<file path="src/rtl/baggage_drop_ctrl.sv">
// baggage_drop_ctrl
//   Sequences a baggage drop. A start request latches the temperature limit.
//   The block then waits for OK_SAMPLES consecutive in-limit sensor samples,
//   arms the drop datapath for one cycle and holds the drop enable for
//   DROP_CYCLES cycles. It faults to HOT on an over-limit sample or a missing
//   activation, and to TOUT when acquisition takes too long.
// Ports
//   clk, rst_n          clock, asynchronous active-low reset
//   start, abort        sequence request / cancel (abort also clears faults)
//   sensor_valid        qualifies sensor_temp
//   sensor_temp         16-bit unsigned temperature sample
//   lim_cfg             16-bit unsigned temperature limit, latched on start
//   drop_activated      datapath feedback, sampled in ARM
//   drop_en             enable to the display/drop datapath
//   t_act, t_lim        registered sample / limit to the datapath
//   busy, done, fault   status (done is a one-cycle pulse)
module baggage_drop_ctrl #(
   parameter int OK_SAMPLES  = 4,
   parameter int DROP_CYCLES = 16,
   parameter int ACQ_TIMEOUT = 1024
) (
   input  logic        clk,
   input  logic        rst_n,
   input  logic        start,
   input  logic        abort,
   input  logic        sensor_valid,
   input  logic [15:0] sensor_temp,
   input  logic [15:0] lim_cfg,
   input  logic        drop_activated,
   output logic        drop_en,
   output logic [15:0] t_act,
   output logic [15:0] t_lim,
   output logic        busy,
   output logic        done,
   output logic        fault
);

   localparam int OKW   = $clog2(OK_SAMPLES) + 1;
   localparam int DROPW = $clog2(DROP_CYCLES) + 1;
   localparam int ACQW  = $clog2(ACQ_TIMEOUT) + 1;

   localparam logic [OKW-1:0]   OK_MAX   = OKW'(OK_SAMPLES);
   localparam logic [DROPW-1:0] DROP_MAX = DROPW'(DROP_CYCLES);
   localparam logic [ACQW-1:0]  ACQ_MAX  = ACQW'(ACQ_TIMEOUT);

   typedef enum logic [2:0] {IDLE, ACQ, ARM, DROP, HOT, TOUT} state_t;

   state_t           state;
   logic [OKW-1:0]   ok_cnt;
   logic [DROPW-1:0] drop_cnt;
   logic [ACQW-1:0]  acq_cnt;

   logic [OKW-1:0]   ok_inc;
   logic [DROPW-1:0] drop_inc;
   logic [ACQW-1:0]  acq_inc;
   logic             hot_smp;
   logic             arm_now;

   always_comb begin
      // ok_cnt saturates so it can never wrap past the threshold
      ok_inc   = (ok_cnt == OK_MAX) ? ok_cnt : ok_cnt + 1'b1;
      drop_inc = drop_cnt + 1'b1;
      acq_inc  = acq_cnt + 1'b1;
      hot_smp  = sensor_valid && (sensor_temp > t_lim);
      arm_now  = sensor_valid && !hot_smp && (ok_inc == OK_MAX);
   end

   always_ff @(posedge clk or negedge rst_n) begin
      if (!rst_n) begin
         state    <= IDLE;
         ok_cnt   <= '0;
         drop_cnt <= '0;
         acq_cnt  <= '0;
         drop_en  <= 1'b0;
         t_act    <= '0;
         t_lim    <= '0;
         busy     <= 1'b0;
         done     <= 1'b0;
         fault    <= 1'b0;
      end else begin
         done <= 1'b0;
         if (abort) begin
            // abort beats every other transition; t_lim only moves on start
            state   <= IDLE;
            drop_en <= 1'b0;
            t_act   <= '0;
            busy    <= 1'b0;
            fault   <= 1'b0;
         end else begin
            case (state)
               IDLE: begin
                  if (start) begin
                     state    <= ACQ;
                     t_lim    <= lim_cfg;
                     ok_cnt   <= '0;
                     drop_cnt <= '0;
                     acq_cnt  <= '0;
                     busy     <= 1'b1;
                  end
               end
               ACQ: begin
                  acq_cnt <= acq_inc;
                  if (sensor_valid) begin
                     t_act  <= sensor_temp;
                     ok_cnt <= hot_smp ? '0 : ok_inc;
                  end
                  // the final good sample wins over a coincident timeout
                  if (arm_now) begin
                     state   <= ARM;
                     drop_en <= 1'b1;
                  end else if (acq_inc == ACQ_MAX) begin
                     state <= TOUT;
                     busy  <= 1'b0;
                     fault <= 1'b1;
                  end
               end
               ARM: begin
                  if (drop_activated) begin
                     state    <= DROP;
                     drop_cnt <= '0;
                  end else begin
                     state <= HOT;
                     busy  <= 1'b0;
                     fault <= 1'b1;
                  end
               end
               DROP: begin
                  drop_cnt <= drop_inc;
                  if (sensor_valid) t_act <= sensor_temp;
                  // a hot sample in the last cycle still faults instead of done
                  if (hot_smp) begin
                     state <= HOT;
                     busy  <= 1'b0;
                     fault <= 1'b1;
                  end else if (drop_inc == DROP_MAX) begin
                     state   <= IDLE;
                     drop_en <= 1'b0;
                     t_act   <= '0;
                     busy    <= 1'b0;
                     done    <= 1'b1;
                  end
               end
               HOT, TOUT: ;  // held until abort
               default: state <= IDLE;
            endcase
         end
      end
   end

endmodule

</file>
<file path="config.mk">
export PLATFORM = sky130hd
export DESIGN_NAME = baggage_drop_ctrl
export DESIGN_NICKNAME = d
export VERILOG_FILES = /design/src/rtl/baggage_drop_ctrl.sv
export SDC_FILE = /design/constraint.sdc
export NUM_CORES = 1
export LEC_CHECK = 0
export BUFFER_PORTS_ARGS = -buffer_cell sky130_fd_sc_hd__buf_2
export CAP_MARGIN = 10
export CORE_ASPECT_RATIO = 2
export CORE_MARGIN = 10
export CORE_UTILIZATION = 54
export CTS_CLUSTER_DIAMETER = 120
export DETAILED_ROUTE_END_ITERATION = 6
export PLACE_DENSITY = 0.8
export SKIP_LAST_GASP = 1
export SYNTH_ARGS = -nofsm -noshare
export SYNTH_HDL_FRONTEND = slang
export SYNTH_SLANG_ARGS = --single-unit
export TNS_END_PERCENT = 100
</file>
<file path="constraint.sdc">
create_clock -name clk -period 2.72 [get_ports clk]
set_input_delay 0.136 -clock clk [delete_from_list [all_inputs] [get_ports clk]]
set_output_delay 0.136 -clock clk [all_outputs]
set_load 0.02 [all_outputs]
</file>
Yosys cells after proc, flatten, opt, wreduce, memory -nomap -nowiden
Cells that the tools add are included.
W data, S select, Z words.
{"block": "word_totals", "regBits": 58, "out_inout_bits": 36, "word_cells": 102}
{"block": "op_classes", "addsub": 3, "n_lt_le_gt_ge": 1, "eq_ne": 23, "mux": 45, "bitwise": 1, "n_reduce_logical": 19}
{"operator": "$mux W16", "n": 4}
{"operator": "$mux W3", "n": 11}
{"operator": "$pmux W16 S2", "n": 1}
{"operator": "$ne A3 B3 Y1 const B", "n": 8}
{"operator": "$pmux W11 S2", "n": 1}
{"operator": "$mux W1", "n": 19}
{"operator": "$gt A16 B16 Y1", "n": 1}
{"operator": "$reduce_and A4 Y1", "n": 4}
{"operator": "$pmux W3 S5", "n": 1}
{"operator": "$pmux W5 S3", "n": 1}
{"operator": "$eq A3 B3 Y1 const B", "n": 4}
{"operator": "$add A11 B1 Y11 const B", "n": 1}
{"operator": "$eq A11 B11 Y1 const B", "n": 1}
{"operator": "$mux W11", "n": 1}
{"operator": "$mux W5", "n": 2}
{"operator": "$ne A2 B2 Y1 const B", "n": 4}
{"operator": "$ne A4 B4 Y1 const B", "n": 2}
{"operator": "$eq A3 B2 Y1 const B", "n": 2}
{"operator": "$pmux W3 S2", "n": 1}
{"operator": "$reduce_and A3 Y1", "n": 2}
{"operator": "$reduce_and A6 Y1", "n": 1}
{"operator": "$reduce_bool A3 Y1", "n": 2}
{"operator": "$add A5 B1 Y5 const B", "n": 1}
{"operator": "$eq A5 B5 Y1 const B", "n": 1}
{"operator": "other kinds (14)", "n": 16}

Logic depth before layout (Yosys ltp)
{"block": "logic_depth", "ltp_word": 8, "mapped_depth": 10}

Least setup slack after synthesis
No wires, ideal clock.
{"block": "synth_timing", "path_type": "reg2reg", "start": "register t_lim[15]", "end": "register t_act[0]", "setup_ps": 121, "arrival_time_ps": 2480, "required_ps": 2599, "slack_ps": 119, "stages_incl_launch_ff": 11, "n_path_buf": 1, "period_less_slack_ps": 2601, "cell_sequence": "dfrtp_1 inv_1 ha_1 nand4_1 or4_1 or2_1 clkinv_1 nor2_2 o2111a_2 buf_6 a22o_1"}
{"block": "synth_via", "elab_chain_cells": 5}
{"element": "start, declared", "line_no": "32", "source": "output logic [15:0] t_lim,"}
{"element": "start signal, assigned", "line_no": "94", "source": "t_lim <= lim_cfg;"}
{"element": "$gt A16 B16 Y1", "line_no": "64", "source": "hot_smp = sensor_valid && (sensor_temp > t_lim);"}
{"element": "$logic_and A1 B1 Y1", "line_no": "64"}
{"element": "$mux W16", "line_no": "131", "source": "if (hot_smp) begin"}
{"element": "$pmux W16 S2", "line_no": "90", "source": "case (state)"}
{"element": "$mux W16", "line_no": "82", "source": "if (abort) begin"}
{"element": "end signal, assigned", "line_no": "104", "source": "t_act <= sensor_temp;"}
{"element": "end signal, assigned", "line_no": "129", "source": "if (sensor_valid) t_act <= sensor_temp;"}
{"element": "end, declared", "line_no": "31", "source": "output logic [15:0] t_act,"}
Every way passes these cells.
A chain may end at the register's enable or synchronous reset.

Final worst setup path
{"block": "layout_timing", "start": "register t_lim[9]", "end": "register t_act[10]"}
Same word-level chain as after synthesis.

==> flow_metrics.tcl <==
set metrics [dict create \
    status "completed" \
    ffs_latches_synth 58 \
    antenna_found_initial 0 \
    synth_cells 316 \
    max_slew.worst_pin.slew_ps 1180 \
    post-synth-top-area-cell "dfrtp_1" \
    number_of_drc_violations_after_detailed_routing 0 \
    diodes 0 \
    cpMaxStageDelayCell "or4_4" \
    cap_violations 0 \
    postSynthNetCount 374 \
    yosysSeqAreaShare 0.459 \
    clkSlewWorstSetupHoldPaths_ps 50 \
    cell_area_power_density_nw_per_um2 925 \
    cts.path.max_buffers 2 \
    critical_path_arrival_ps 2840 \
    cp.buffers_inverters 3 \
    worstPathCellList "inv_1, ha_1, nand4_1, or4_4, or2_1, clkinv_1, nor2_2, o2111a_2, buf_12, a22o_1" \
    grt_pass1_vias 3041 \
    cts_tree "done" \
    hold_path.startpoint "lim_cfg[7]" \
    end_kind "register" \
    slew_violations 0 \
    synth_async_sr_flop_share 1.00 \
    largest_cells_by_area_after_synthesis "dfrtp_1, ha_1, mux2_2" \
    wl_per_cell_um 19.5 \
    design_area_um2 3980 \
    post_drt_via_cell_ratio 6.15 \
    number_of_enable_flip_flop_cells_after_synthesis 0 \
    layout_overhead_on_the_synthesized_area_pct 25.9 \
    portBuffers 73 \
    tritoncts_num_sinks 58 \
    design.die.area_um2 9510 \
    critPathKind "register to register" \
    clock_tree.root_cell "clkbuf_16" \
    max_freq_mhz 380 \
    synth_simple_gate_area_frac 0.145 \
    dr.first_iter.drc_count 230 \
    layout_min_cycle_time_ps 2630 \
    std_cell_rows 39 \
    synth_area_um2 3160 \
    placed_cells_incl_taps 443 \
    synth-adder-area-share 0.0791 \
    setup-violations-final 0 \
    layoutNonFillerInstCount 465 \
    critical_path_required_ps 2940 \
    skew_ps 6.48 \
    detailroute.via_count 2862 \
    final-hold-violation-count 0 \
    htree_num_levels 3 \
    most_frequently_used_flop_master_after_synthesis "dfrtp_1" \
    min-delay-path-class "primary input to register" \
    crit-reg2reg-launch "t_lim[9]$_DFFE_PN0P_" \
    synth_cell_types 52 \
    postRouteAntennaNets 0 \
    slew-limit-headroom 0.211 \
    core_area_um2 5710 \
    total_overflow_reported_by_the_global_router 0 \
    post_route_cells_drive_above_1_share 0.312 \
    drt_pass1_iterations 4 \
    compound_cell_area_share_of_the_yosys_netlist 0.194 \
    rrSetupSlack_ps 90 \
    ff2ff_path_depth 10 \
    synth_top_cell_area_share 0.459 \
    worstHoldEndpoint "t_lim[7]$_DFFE_PN0P_" \
    global_route_wire_length_before_repair_mm 14.4 \
    reg2reg_to "t_act[10]$_DFFE_PN0P_" \
    dp_hpwl_mm 6.59 \
    static-leakage-power_nw 1.96 \
    area_share_of_xor_xnor_cells_in_the_synthesized_design 0.0111 \
    fin_crit_sh 0.966 \
    crit_fanout 16 \
    cp-start-kind "register" \
    critPathMaxStageDelay_ps 550 \
    floorplan.die.width_um 74.1 \
    synthMuxAreaShare 0.0700 \
    fin_nets 457 \
    postSynthAreaPerCell_um2 10.0 \
    totalNegativeSetupSlack_ps 0 \
    hold_path_stages 2 \
    grt_max_degree 39 \
    globalplace.congestion 0.981 \
    wl_mm 9.05 \
    floorplan.initialDensity 0.554 \
    cts_made_buffers 9 \
    placed_area_um2 3590 \
    cpLargestDelayFamily "simple AND/OR/NAND/NOR gates" \
    ioPinCount 74 \
    clkLatencyLatePin_ps 330 \
    grt.total_usage 0.193 \
    synth_top_family_by_area "compound AO/OA/AOI/OAI gates" \
    floorplan.die.height_um 128 \
    synth_warnings 0 \
    vdd.ir_drop.worst_v 0.000770 \
]
state kept, by name, summed over array words and instances (netlist names), 3 cells and up:
register,flops
t_act,16
state,3
ok_cnt,3
drop_cnt,5
t_lim,16
acq_cnt,11
worst reg2reg max path, stage by stage, from the launching register on:
cell,delay [ps]
dfrtp_1,350
inv_1,50
ha_1,310
nand4_1,170
or4_4,550
or2_1,250
clkinv_1,90
nor2_2,60
o2111a_2,280
buf_12,150
a22o_1,240
metal layers:
| layer | share of wire | vias up | global-route usage | routed length (um) |
|---|---|---|---|---|
| met3 | 0.062 | 33 | 0.0550 | 563 |
| li1 | - | 1319 | - | - |
| met1 | 0.34 | 1386 | 0.184 | 3100 |
| met4 | 0.041 | 0 | 0.110 | 367 |
| met5 | 0 | - | 0 | 0 |
| met2 | 0.55 | 124 | 0.347 | 5020 |
per-stage QoR:
| step | setup slack [ps] | utilization | total power, W | hold slack [ps] |
|---|---|---|---|---|
| after floorplan | 119 | - | 0.00203 | -160 |
| after global placement | 125 | 0.629 | 0.00242 | 106 |
| after detailed placement | 46.0 | 0.629 | 0.00247 | 116 |
| after CTS | 48.6 | 0.684 | 0.00360 | 31.6 |
| after global routing | -39.9 | 0.698 | 0.00389 | 33.7 |
| final | 91.2 | 0.698 | 0.00369 | 34.7 |
power breakdown:
group	switching, W	internal [W]
Sequential	0.000189	0.00106
Combinational	0.000770	0.000543
Clock	0.000385	0.000739
cells in the final DEF, fill, tap and decap left out, drive strengths merged, types with 17 or more instances in the layout:
| cell type | Yosys | routed |
|---|---|---|
| nor2 | 19 | 19 |
| dfrtp | 58 | 58 |
| nand2 | 26 | 26 |
| buf | 3 | 83 |
| mux2 | 17 | 17 |
| a21oi | 18 | 18 |
| o21ai | 24 | 24 |
| ha | 20 | 20 |
| inv | 20 | 20 |
| a22o | 20 | 20 |
synthesized netlist by cell type (all sizes together) (4+ instances only):
library cell and count:
mux2 17, ha 20, clkbuf 9, nand3 11, a22o 20, o21ai 24, a21o 4, nand2b 4
dfrtp 58, nand2 26, inv 20, nor3 7, nor2 19, nand4 6, a21oi 18, o31ai 5
how the worst max path moves through the flow:
stage	start	to	slack, ps	depth (start not counted)
CTS	t_lim[13]$_DFFE_PN0P_	state[2]$_DFFE_PN0P_	50	9
detailed placement	t_lim[15]$_DFFE_PN0P_	state[2]$_DFFE_PN0P_	50	9
global route	t_lim[9]$_DFFE_PN0P_	t_act[15]$_DFFE_PN0P_	-40	10
floorplan	t_lim[15]$_DFFE_PN0P_	t_act[0]$_DFFE_PN0P_	120	10
finish	t_lim[9]$_DFFE_PN0P_	t_act[10]$_DFFE_PN0P_	90	10
global placement	t_lim[15]$_DFFE_PN0P_	state[2]$_DFFE_PN0P_	120	9
kinds of logic after synthesis:
kind of cell | count (synthesis)
AND/OR/NAND/NOR | 91
AO/OA/AOI/OAI | 90
XOR/XNOR | 4
buffers and inverters | 33
multiplexers | 20
flip-flops | 58
adder cells (fa/ha/maj) | 20
timing repair:
action / 4_1_cts / 5_1_grt
setup buffers: 0 / 5
endpoints found under the hold margin: 20 / 0
hold buffers: 1 / 0
resized for setup: 0 / 6
setup endpoints to repair: 0 / 19
area by class of cell:
class,count,area [um2]
Fill cell,421,1730
Clock inverter,1,5.00
Timing Repair Buffer,84,463
Tap cell,61,76.3
Multi-Input combinational cell,225,1610
Sequential cell,58,1450
Clock buffer,15,298
Inverter,21,78.8
(Power assumes the default switching activity.)
